File: config.mk
export PLATFORM = sky130hd
export DESIGN_NAME = error_scoreboard
export DESIGN_NICKNAME = d
export VERILOG_FILES = /design/src/rtl/error_scoreboard.sv
export SDC_FILE = /design/constraint.sdc
export NUM_CORES = 1
export LEC_CHECK = 0
export CAP_MARGIN = 20
export CELL_PAD_IN_SITES_DETAIL_PLACEMENT = 2
export CELL_PAD_IN_SITES_GLOBAL_PLACEMENT = 2
export CORE_UTILIZATION = 40
export CTS_BUF_LIST = sky130_fd_sc_hd__clkbuf_4 sky130_fd_sc_hd__clkbuf_8
export CTS_CLUSTER_DIAMETER = 200
export DETAILED_ROUTE_END_ITERATION = 6
export GPL_ROUTABILITY_DRIVEN = 1
export MAX_ROUTING_LAYER = met4
export PLACE_DENSITY = 0.76
export SETUP_SLACK_MARGIN = 0.2
export SYNTH_ARGS = -nofsm -noshare
export SYNTH_HDL_FRONTEND = slang
export SYNTH_SLANG_ARGS = --single-unit
File: constraint.sdc
create_clock -name clkIn -period 6.9 [get_ports clkIn]
set_clock_uncertainty 0.1 [all_clocks]
set_input_delay 0.69 -clock clkIn [delete_from_list [all_inputs] [get_ports clkIn]]
set_output_delay 0.69 -clock clkIn [all_outputs]
set_load 0.02 [all_outputs]
File: src/rtl/error_scoreboard.sv
// In-order result checker: references queue in a circular FIFO and each measurement
// is judged against the oldest one, with tolerance, counters and first-error capture.
module error_scoreboard #(
    parameter int unsigned DATAWIDTH = 32,
    parameter int unsigned DEPTH     = 16,
    parameter int unsigned CNTWIDTH  = 16,
    parameter int unsigned TOLERANCE = 0,
    parameter int unsigned SIGNED    = 0,
    parameter bit          REPORTERR = 1'b1
) (
    input  logic                       clkIn,
    input  logic                       rstIn,
    input  logic                       clearIn,
    input  logic                       enIn,
    input  logic [DATAWIDTH-1:0]       refIn,
    input  logic                       refValidIn,
    input  logic [DATAWIDTH-1:0]       measIn,
    input  logic                       measValidIn,
    output logic                       errOut,
    output logic                       errPulseOut,
    output logic [CNTWIDTH-1:0]        errCntOut,
    output logic [CNTWIDTH-1:0]        matchCntOut,
    output logic [DATAWIDTH-1:0]       firstErrMeasOut,
    output logic [DATAWIDTH-1:0]       firstErrRefOut,
    output logic [CNTWIDTH-1:0]        firstErrIdxOut,
    output logic [$clog2(DEPTH):0]     levelOut,
    output logic                       emptyOut,
    output logic                       fullOut,
    output logic                       ovfOut,
    output logic                       unfOut
);

    localparam int                    AW      = $clog2(DEPTH);
    localparam int                    LW      = AW + 1;
    localparam bit                    SGN     = (SIGNED != 0);
    localparam logic [DATAWIDTH:0]    TOL     = (DATAWIDTH + 1)'(TOLERANCE);
    localparam logic [LW-1:0]         LVLFULL = LW'(DEPTH);
    localparam logic [CNTWIDTH-1:0]   CNTMAX  = '1;

    logic [DATAWIDTH-1:0] mem [DEPTH];
    logic [AW-1:0]        wrPtr;
    logic [AW-1:0]        rdPtr;
    logic [CNTWIDTH-1:0]  idxP1;

    logic [DATAWIDTH-1:0] headP0;
    logic                 doPushP0;
    logic                 doPopP0;
    logic                 judgeP0;
    logic                 hasXP0;
    logic                 failP0;
    logic                 passP0;
    logic                 ovfSetP0;
    logic                 unfSetP0;
    logic [LW-1:0]        levelNextP0;

    // Extending by one bit before subtracting keeps the difference exact for any operands.
    function automatic logic [DATAWIDTH:0] absDiff(input logic [DATAWIDTH-1:0] a,
                                                   input logic [DATAWIDTH-1:0] b);
        logic signed [DATAWIDTH:0] ax;
        logic signed [DATAWIDTH:0] bx;
        logic signed [DATAWIDTH:0] d;
        ax = $signed({SGN & a[DATAWIDTH-1], a});
        bx = $signed({SGN & b[DATAWIDTH-1], b});
        d  = ax - bx;
        if (d < 0) absDiff = $unsigned(-d);
        else       absDiff = $unsigned(d);
    endfunction

    assign headP0 = mem[rdPtr];

`ifndef SYNTHESIS
    assign hasXP0 = $isunknown(measIn) || $isunknown(headP0);
`else
    assign hasXP0 = 1'b0;
`endif

    // Stage 0: decide push/pop and judge the head entry combinationally
    always_comb begin
        doPopP0     = measValidIn && !emptyOut;
        doPushP0    = refValidIn && (!fullOut || doPopP0);
        judgeP0     = doPopP0 && enIn;
        failP0      = judgeP0 && (hasXP0 || (absDiff(measIn, headP0) > TOL));
        passP0      = judgeP0 && !failP0;
        ovfSetP0    = refValidIn && fullOut && !doPopP0;
        unfSetP0    = measValidIn && emptyOut;
        levelNextP0 = levelOut + LW'(doPushP0) - LW'(doPopP0);
    end

    // Stage 1: FIFO pointers and occupancy
    always_ff @(posedge clkIn or negedge rstIn) begin
        if (!rstIn) begin
            wrPtr    <= '0;
            rdPtr    <= '0;
            levelOut <= '0;
            emptyOut <= 1'b1;
            fullOut  <= 1'b0;
        end else begin
            if (doPushP0) wrPtr <= wrPtr + AW'(1);
            if (doPopP0)  rdPtr <= rdPtr + AW'(1);
            levelOut <= levelNextP0;
            emptyOut <= (levelNextP0 == '0);
            fullOut  <= (levelNextP0 == LVLFULL);
        end
    end

    always_ff @(posedge clkIn) begin
        if (doPushP0) mem[wrPtr] <= refIn;
    end

    // Stage 1: verdict, counters, sticky flags and first-failure capture
    always_ff @(posedge clkIn or negedge rstIn) begin
        if (!rstIn) begin
            errOut          <= 1'b0;
            errPulseOut     <= 1'b0;
            errCntOut       <= '0;
            matchCntOut     <= '0;
            idxP1           <= '0;
            firstErrMeasOut <= '0;
            firstErrRefOut  <= '0;
            firstErrIdxOut  <= '0;
            ovfOut          <= 1'b0;
            unfOut          <= 1'b0;
        end else if (clearIn) begin
            errOut          <= 1'b0;
            errPulseOut     <= 1'b0;
            errCntOut       <= '0;
            matchCntOut     <= '0;
            idxP1           <= '0;
            firstErrMeasOut <= '0;
            firstErrRefOut  <= '0;
            firstErrIdxOut  <= '0;
            ovfOut          <= 1'b0;
            unfOut          <= 1'b0;
        end else begin
            errPulseOut <= failP0;
            if (failP0) begin
                errOut <= 1'b1;
                if (errCntOut != CNTMAX) errCntOut <= errCntOut + CNTWIDTH'(1);
                if (!errOut) begin
                    firstErrMeasOut <= measIn;
                    firstErrRefOut  <= headP0;
                    firstErrIdxOut  <= idxP1;
                end
            end
            if (passP0 && (matchCntOut != CNTMAX)) matchCntOut <= matchCntOut + CNTWIDTH'(1);
            if (judgeP0 && (idxP1 != CNTMAX))      idxP1 <= idxP1 + CNTWIDTH'(1);
            if (ovfSetP0) ovfOut <= 1'b1;
            if (unfSetP0) unfOut <= 1'b1;
        end
    end

`ifndef SYNTHESIS
    always @(posedge clkIn) begin
        if (REPORTERR && rstIn && !clearIn && failP0)
            $error("error_scoreboard: t=%0t idx=%0d meas=%h ref=%h", $time, idxP1, measIn, headP0);
    end
`endif

endmodule

* After elaboration in Yosys (flattened, before gate mapping)
Memory sizes are Yosys's and may differ from the RTL's. Index checks and enable logic that the tools add are counted.
Storage, ports and cells: bits in registers 147, RAM bits 512, bits of input ports 70, output and inout port bits 123, word-level logic and storage cells 82, memories kept 1
Cells by class: add/sub/neg operators 9, magnitude comparators 2, eq/ne operators 5, muxes and demuxes 26, reductions and logical operators 24
Memory list:
- mem | depth 16, bits a word 32, rd ports 1, clocked after memory_dff 0, write ports 1, line 40 | logic [DATAWIDTH-1:0] mem [DEPTH];
Operator list (count):
- 2-to-1 mux 32 bit | 6
- 2-to-1 mux 16 bit | 10
- adder 16 x 1 -> 16 bit, second input constant | 3
- != test 16 bit, second input constant | 3
- greater-than comparator 33 x 1 -> 1 bit, second input constant | 1
- < comparator 33 x 1 -> 1 bit, second input constant | 1
- 2-to-1 mux 33 bit | 1
- negator 33 bit | 1
- subtractor 32 x 32 -> 33 bit | 1
- nonzero test 2 bit | 6
- logical AND 1 bit | 10
- 2-to-1 mux 1 bit | 9
- adder 4 x 1 -> 4 bit, second input constant | 2
- adder 5 x 1 -> 5 bit | 1
- equality test 5 bit, second input constant | 1
- logical NOT 5 bit | 1
- subtractor 5 x 1 -> 5 bit | 1
- logical NOT 1 bit | 4
- AND reduction 2 bit | 2
- != test 2 bit, second input constant | 1
- logical OR 1 bit | 1

* Longest topological paths before layout
An unclocked memory read counts as a cell.
word-level depth 11, gate-level depth with buffers 29, depth with buffers taken out 20

* Worst setup path after synthesis
Ideal clock, no wire load.
kind reg2reg, from register rdPtr[0], to register matchCntOut[11], library setup time 0.127 ns, arrival 6.735 ns, data required time 6.673 ns, path slack -0.062 ns, stages on the path, launching flop included 21, buffers on the path 4, clock period less this slack 6.962 ns, path through dfrtp_1 clkbuf_1 clkbuf_1 buf_1 mux4_2 a221oi_1 ha_1 and2_1 a21o_1 a21o_1 or3_1 a222oi_1 nand4_2 or4_1 nand2_1 a41oi_2 nor4_2 nand3_1 buf_2 or4_1 mux2_1
On the way: word-level cells in the longest chain between the ends 10, elaborated cells between the ends (all ways) 11, classes of those cells 2 x add/sub; 2 x order compare; 1 x mux; 5 x reduce/logical; 1 x memory
Ends and longest elaborated chain:
- start, declared | line 42 | logic [AW-1:0] rdPtr;
- start signal, assigned | line 99 | if (doPopP0) rdPtr <= rdPtr + AW'(1);
- memory (16 x 32 bit) *
- subtractor 32 x 32 -> 33 bit * | line 64 | d = ax - bx;
- negator 33 bit or < comparator 33 x 1 -> 1 bit (tied branches) | line 65 | if (d < 0) absDiff = $unsigned(-d);
- 2-to-1 mux 33 bit * | line 65
- greater-than comparator 33 x 1 -> 1 bit * | line 82 | failP0 = judgeP0 && (hasXP0 || (absDiff(measIn, headP0) > TOL));
- logical AND 1 bit * | line 82
- logical NOT 1 bit * | line 83 | passP0 = judgeP0 && !failP0;
- logical AND 1 bit * | line 83
- logical AND 1 bit * | line 145 | if (passP0 && (matchCntOut != CNTMAX)) matchCntOut <= matchCntOut + CNTWIDTH'(1);
- nonzero test 2 bit (no source line) *
- end signal, assigned | line 145
- end, declared | line 22 | output logic [CNTWIDTH-1:0] matchCntOut,
Mark *: on every way between the ends. The rest lies on a longest branch, timed or not. A chain may end at the register's enable or synchronous reset.

* Worst setup path in the final report
from register rdPtr[0], to register firstErrRefOut[5]
On the way: word-level cells in the longest chain between the ends 8, elaborated cells between the ends (all ways) 12, classes of those cells 2 x add/sub; 2 x order compare; 4 x mux; 3 x reduce/logical; 1 x memory
Ends and longest elaborated chain:
- memory (16 x 32 bit) *
- subtractor 32 x 32 -> 33 bit | line 64
- negator 33 bit or < comparator 33 x 1 -> 1 bit (tied branches) | line 65
- 2-to-1 mux 33 bit | line 65
- greater-than comparator 33 x 1 -> 1 bit | line 82
- logical AND 1 bit | line 82
- nonzero test 2 bit (no source line)
- AND reduction 2 bit (no source line)
- end signal, assigned | line 141 | firstErrRefOut <= headP0;
- end, declared | line 24 | output logic [DATAWIDTH-1:0] firstErrRefOut,
Mark *: on every way between the ends. The rest lies on a longest branch, timed or not. The select of a mux whose other input is x is not followed.

==> flow_summary.json <==
{
  "slew_viol_final": 0,
  "die-area_um2": 76100,
  "synth_top_area_share_pct": 51.2,
  "syn_inst": 2185,
  "place_inst": 3555,
  "initial_core_util_pct": 40.4,
  "nets": 2911,
  "rsz0062_at_grt": "true",
  "finalSetupViolations": 34,
  "powerDensity_nw_per_um2": 591,
  "clkLatencyLatePin_ps": 780,
  "cts.sinks": 659,
  "reg2reg_slack_ps": -110,
  "num_vias": 24000,
  "core_um2": 74300,
  "slowest_delay_ps": 540,
  "final_area_um2": 40500,
  "row_count": 100,
  "ys_ff_latch": 659,
  "cp_data_arrival_time_ps": 7520,
  "timing.setup.tns_ps": -1080,
  "critPathCaptureType": "register",
  "area_growth_pct": 34.8,
  "fin_util_pct": 54.4,
  "finalHoldViolCount": 0,
  "ios": 193,
  "min_path_type": "register to register",
  "routedWlPerCell_um": 34.5,
  "required_ps": 7410,
  "layout-drive-gt1-share_pct": 35.4,
  "grt_max_degree": 90,
  "fillers": 6735,
  "synth.most_common_cell": "edfxtp_1",
  "fmax_ghz": 0.143,
  "fp.dieH_um": 276,
  "first_pass_iters": 7,
  "whs_ps": 417,
  "crit_path_start_kind": "register",
  "postSynthAreaPerCell_um2": 13.7,
  "clk_path_buf_depth": 3,
  "dp_hpwl_um": 76700,
  "placement.io_buffers": 192,
  "worst_slew_pin_slew_ps": 974,
  "ir_drop_uv": 286,
  "grt.total_usage_pct": 32.5,
  "fp.dieW_um": 276,
  "routed_wl_um": 133000,
  "gp_routability_congestion": 0.902,
  "criticalPathCategory": "register to register",
  "synth_common_cells": "edfxtp_1 (512), a21oi_1 (180), dfrtp_1 (146), o21ai_0 (113), mux2i_1 (101)",
  "drtIter0Drc": 1916,
  "htreeDepth": 3,
  "grt-ovfl-total": 0,
  "yosysUniqueCellTypes": 87,
  "yosysWarnings": 0,
  "viasPerCell": 6.23,
  "fin_ws_ps": -114,
  "synth_flop_cell": "edfxtp_1",
  "final_antenna_net_count": 0,
  "stdcell_count": 3850,
  "syn_area_um2": 30000,
  "grt_pass1_vias": 25500,
  "cap_viol_max_count": 0,
  "clockRootBuffer": "clkbuf_8",
  "syn_nets": 2304,
  "placed_cell_area_um2": 35500,
  "violations": "setup timing",
  "period_needed_ps": 7010,
  "antenna_found_initial": 9,
  "cpMostUsedCell": "buf_4",
  "seq_area_frac_synth_pct": 63.5,
  "grt_pass1_wl_um": 175000,
  "clk_pin_slew_ps": 80,
  "slew_headroom_pct": 35.1,
  "cts_tree": "yes",
  "path_max_fanout": 21,
  "cp_slowest_cell": "dfrtp_4",
  "period_share_pct": 102,
  "synth_top_area_cell": "edfxtp_1",
  "synth-edff-count": 512,
  "cts_inserted_buffers": 111,
  "async_flop_share_pct": 22.3,
  "status": "finished with violations",
  "leakagePower_nw": 14.8,
  "synth.area.top_cells": "edfxtp_1 (51%), dfrtp_1 (12%), mux4_2 (4.8%)",
  "drc": 0
}
[repair_timing]
action | CTS | global route
resized for setup | 172 | 255
setup endpoints to repair | 114 | 113
hold buffers | 1 | 0
pin swaps | 34 | 68
hold endpoints to repair | 46 | 0
gates cloned | 1 | 2
buffers inserted | 38 | 49
[layer usage]
metal	GRT usage, %	wire length, um
met1	38.7	50300
met2	56.5	69000
met3	4.03	7640
met4	11.6	5800
met5	-	0
[cells by family after synthesis]
family                     count (synthesis)  synth area share, %
muxes                                    216                 10.1
AOI/OAI and AO/OA                        567                 12.3
and+or+nand+nor                          499                 8.88
DFF                                      659                 63.5
xor gates and xnor gates                  39                 1.14
buffers and inverters                    156                 2.02
adders and majority gates                 49                 2.09
[path summary, 6_finish.rpt]
check / depth (start not counted) / endpoint / from
setup / recovery: 28 / firstErrRefOut[5] / rdPtr[0]
hold / removal: 2 / unfOut / unfOut
setup reg to reg: 28 / firstErrRefOut[5] / rdPtr[0]
hold reg to reg: 2 / unfOut / unfOut
max in group asynchronous: 3 / levelOut[2] / rstIn
min in group asynchronous: 2 / rdPtr[0] / rstIn
[flip-flops by register name (all words and copies together) (netlist names)]
signal / flops
firstErrRefOut: 32
idxP1: 16
unfOut: 1
wrPtr: 4
rdPtr: 4
firstErrMeasOut: 32
fullOut: 1
errOut: 1
errCntOut: 16
emptyOut: 1
ovfOut: 1
errPulseOut: 1
levelOut: 5
mem: 512
matchCntOut: 16
firstErrIdxOut: 16
[metrics by stage]
stage          worst slack (ps)  power [mW]
6_report                   -114        23.9
5_1_grt                    -304        24.7
4_1_cts                     133        21.5
3_5_place_dp               -567        16.8
3_3_place_gp               -280        16.3
2_1_floorplan               214        10.6
[layout by cell type (no fill, tap or decap), types with 33 or more instances in the layout]
cell,synthesis,routed
clkdlybuf4s50_1,0,190
nand2_1,86,78
edfxtp_1,512,512
buf_4,0,369
a21oi_1,180,128
o21a_1,36,33
a21oi_2,2,41
o21ai_0,113,77
nor2_1,91,83
clkbuf_8,0,116
mux4_2,64,64
mux2i_1,101,94
a221oi_2,0,38
mux2_2,44,41
nand3_1,81,77
dfrtp_1,146,143
clkbuf_4,0,39
[final cells by class]
type | instances | area [um^2] | share of cell area (%)
clock inverters | 40 | 293 | 0.724
flip-flops and latches | 659 | 19100 | 47.1
multi-input cells | 1370 | 12200 | 30.0
well taps | 969 | 1210 | 3.00
diodes | 8 | 20.0 | 0.0495
inverters | 24 | 90.1 | 0.223
clock buffers | 154 | 1880 | 4.65
repair buffers | 626 | 5740 | 14.2
[power breakdown]
part / total [mW] / switching [mW] / internal, mW
registers: 4.99 / 0.256 / 4.73
clock network: 3.67 / 1.86 / 1.82
logic: 15.2 / 8.61 / 6.63
[worst max-delay path: cells and delay by family, from the launching register on]
family / cells / cell delay (ps)
compound gates: 10 / 2130
fa+ha+maj: 1 / 180
buf+inv: 9 / 1510
flops: 1 / 540
mux: 1 / 320
simple gates: 7 / 2030
Power figures use the tool's default switching activity.
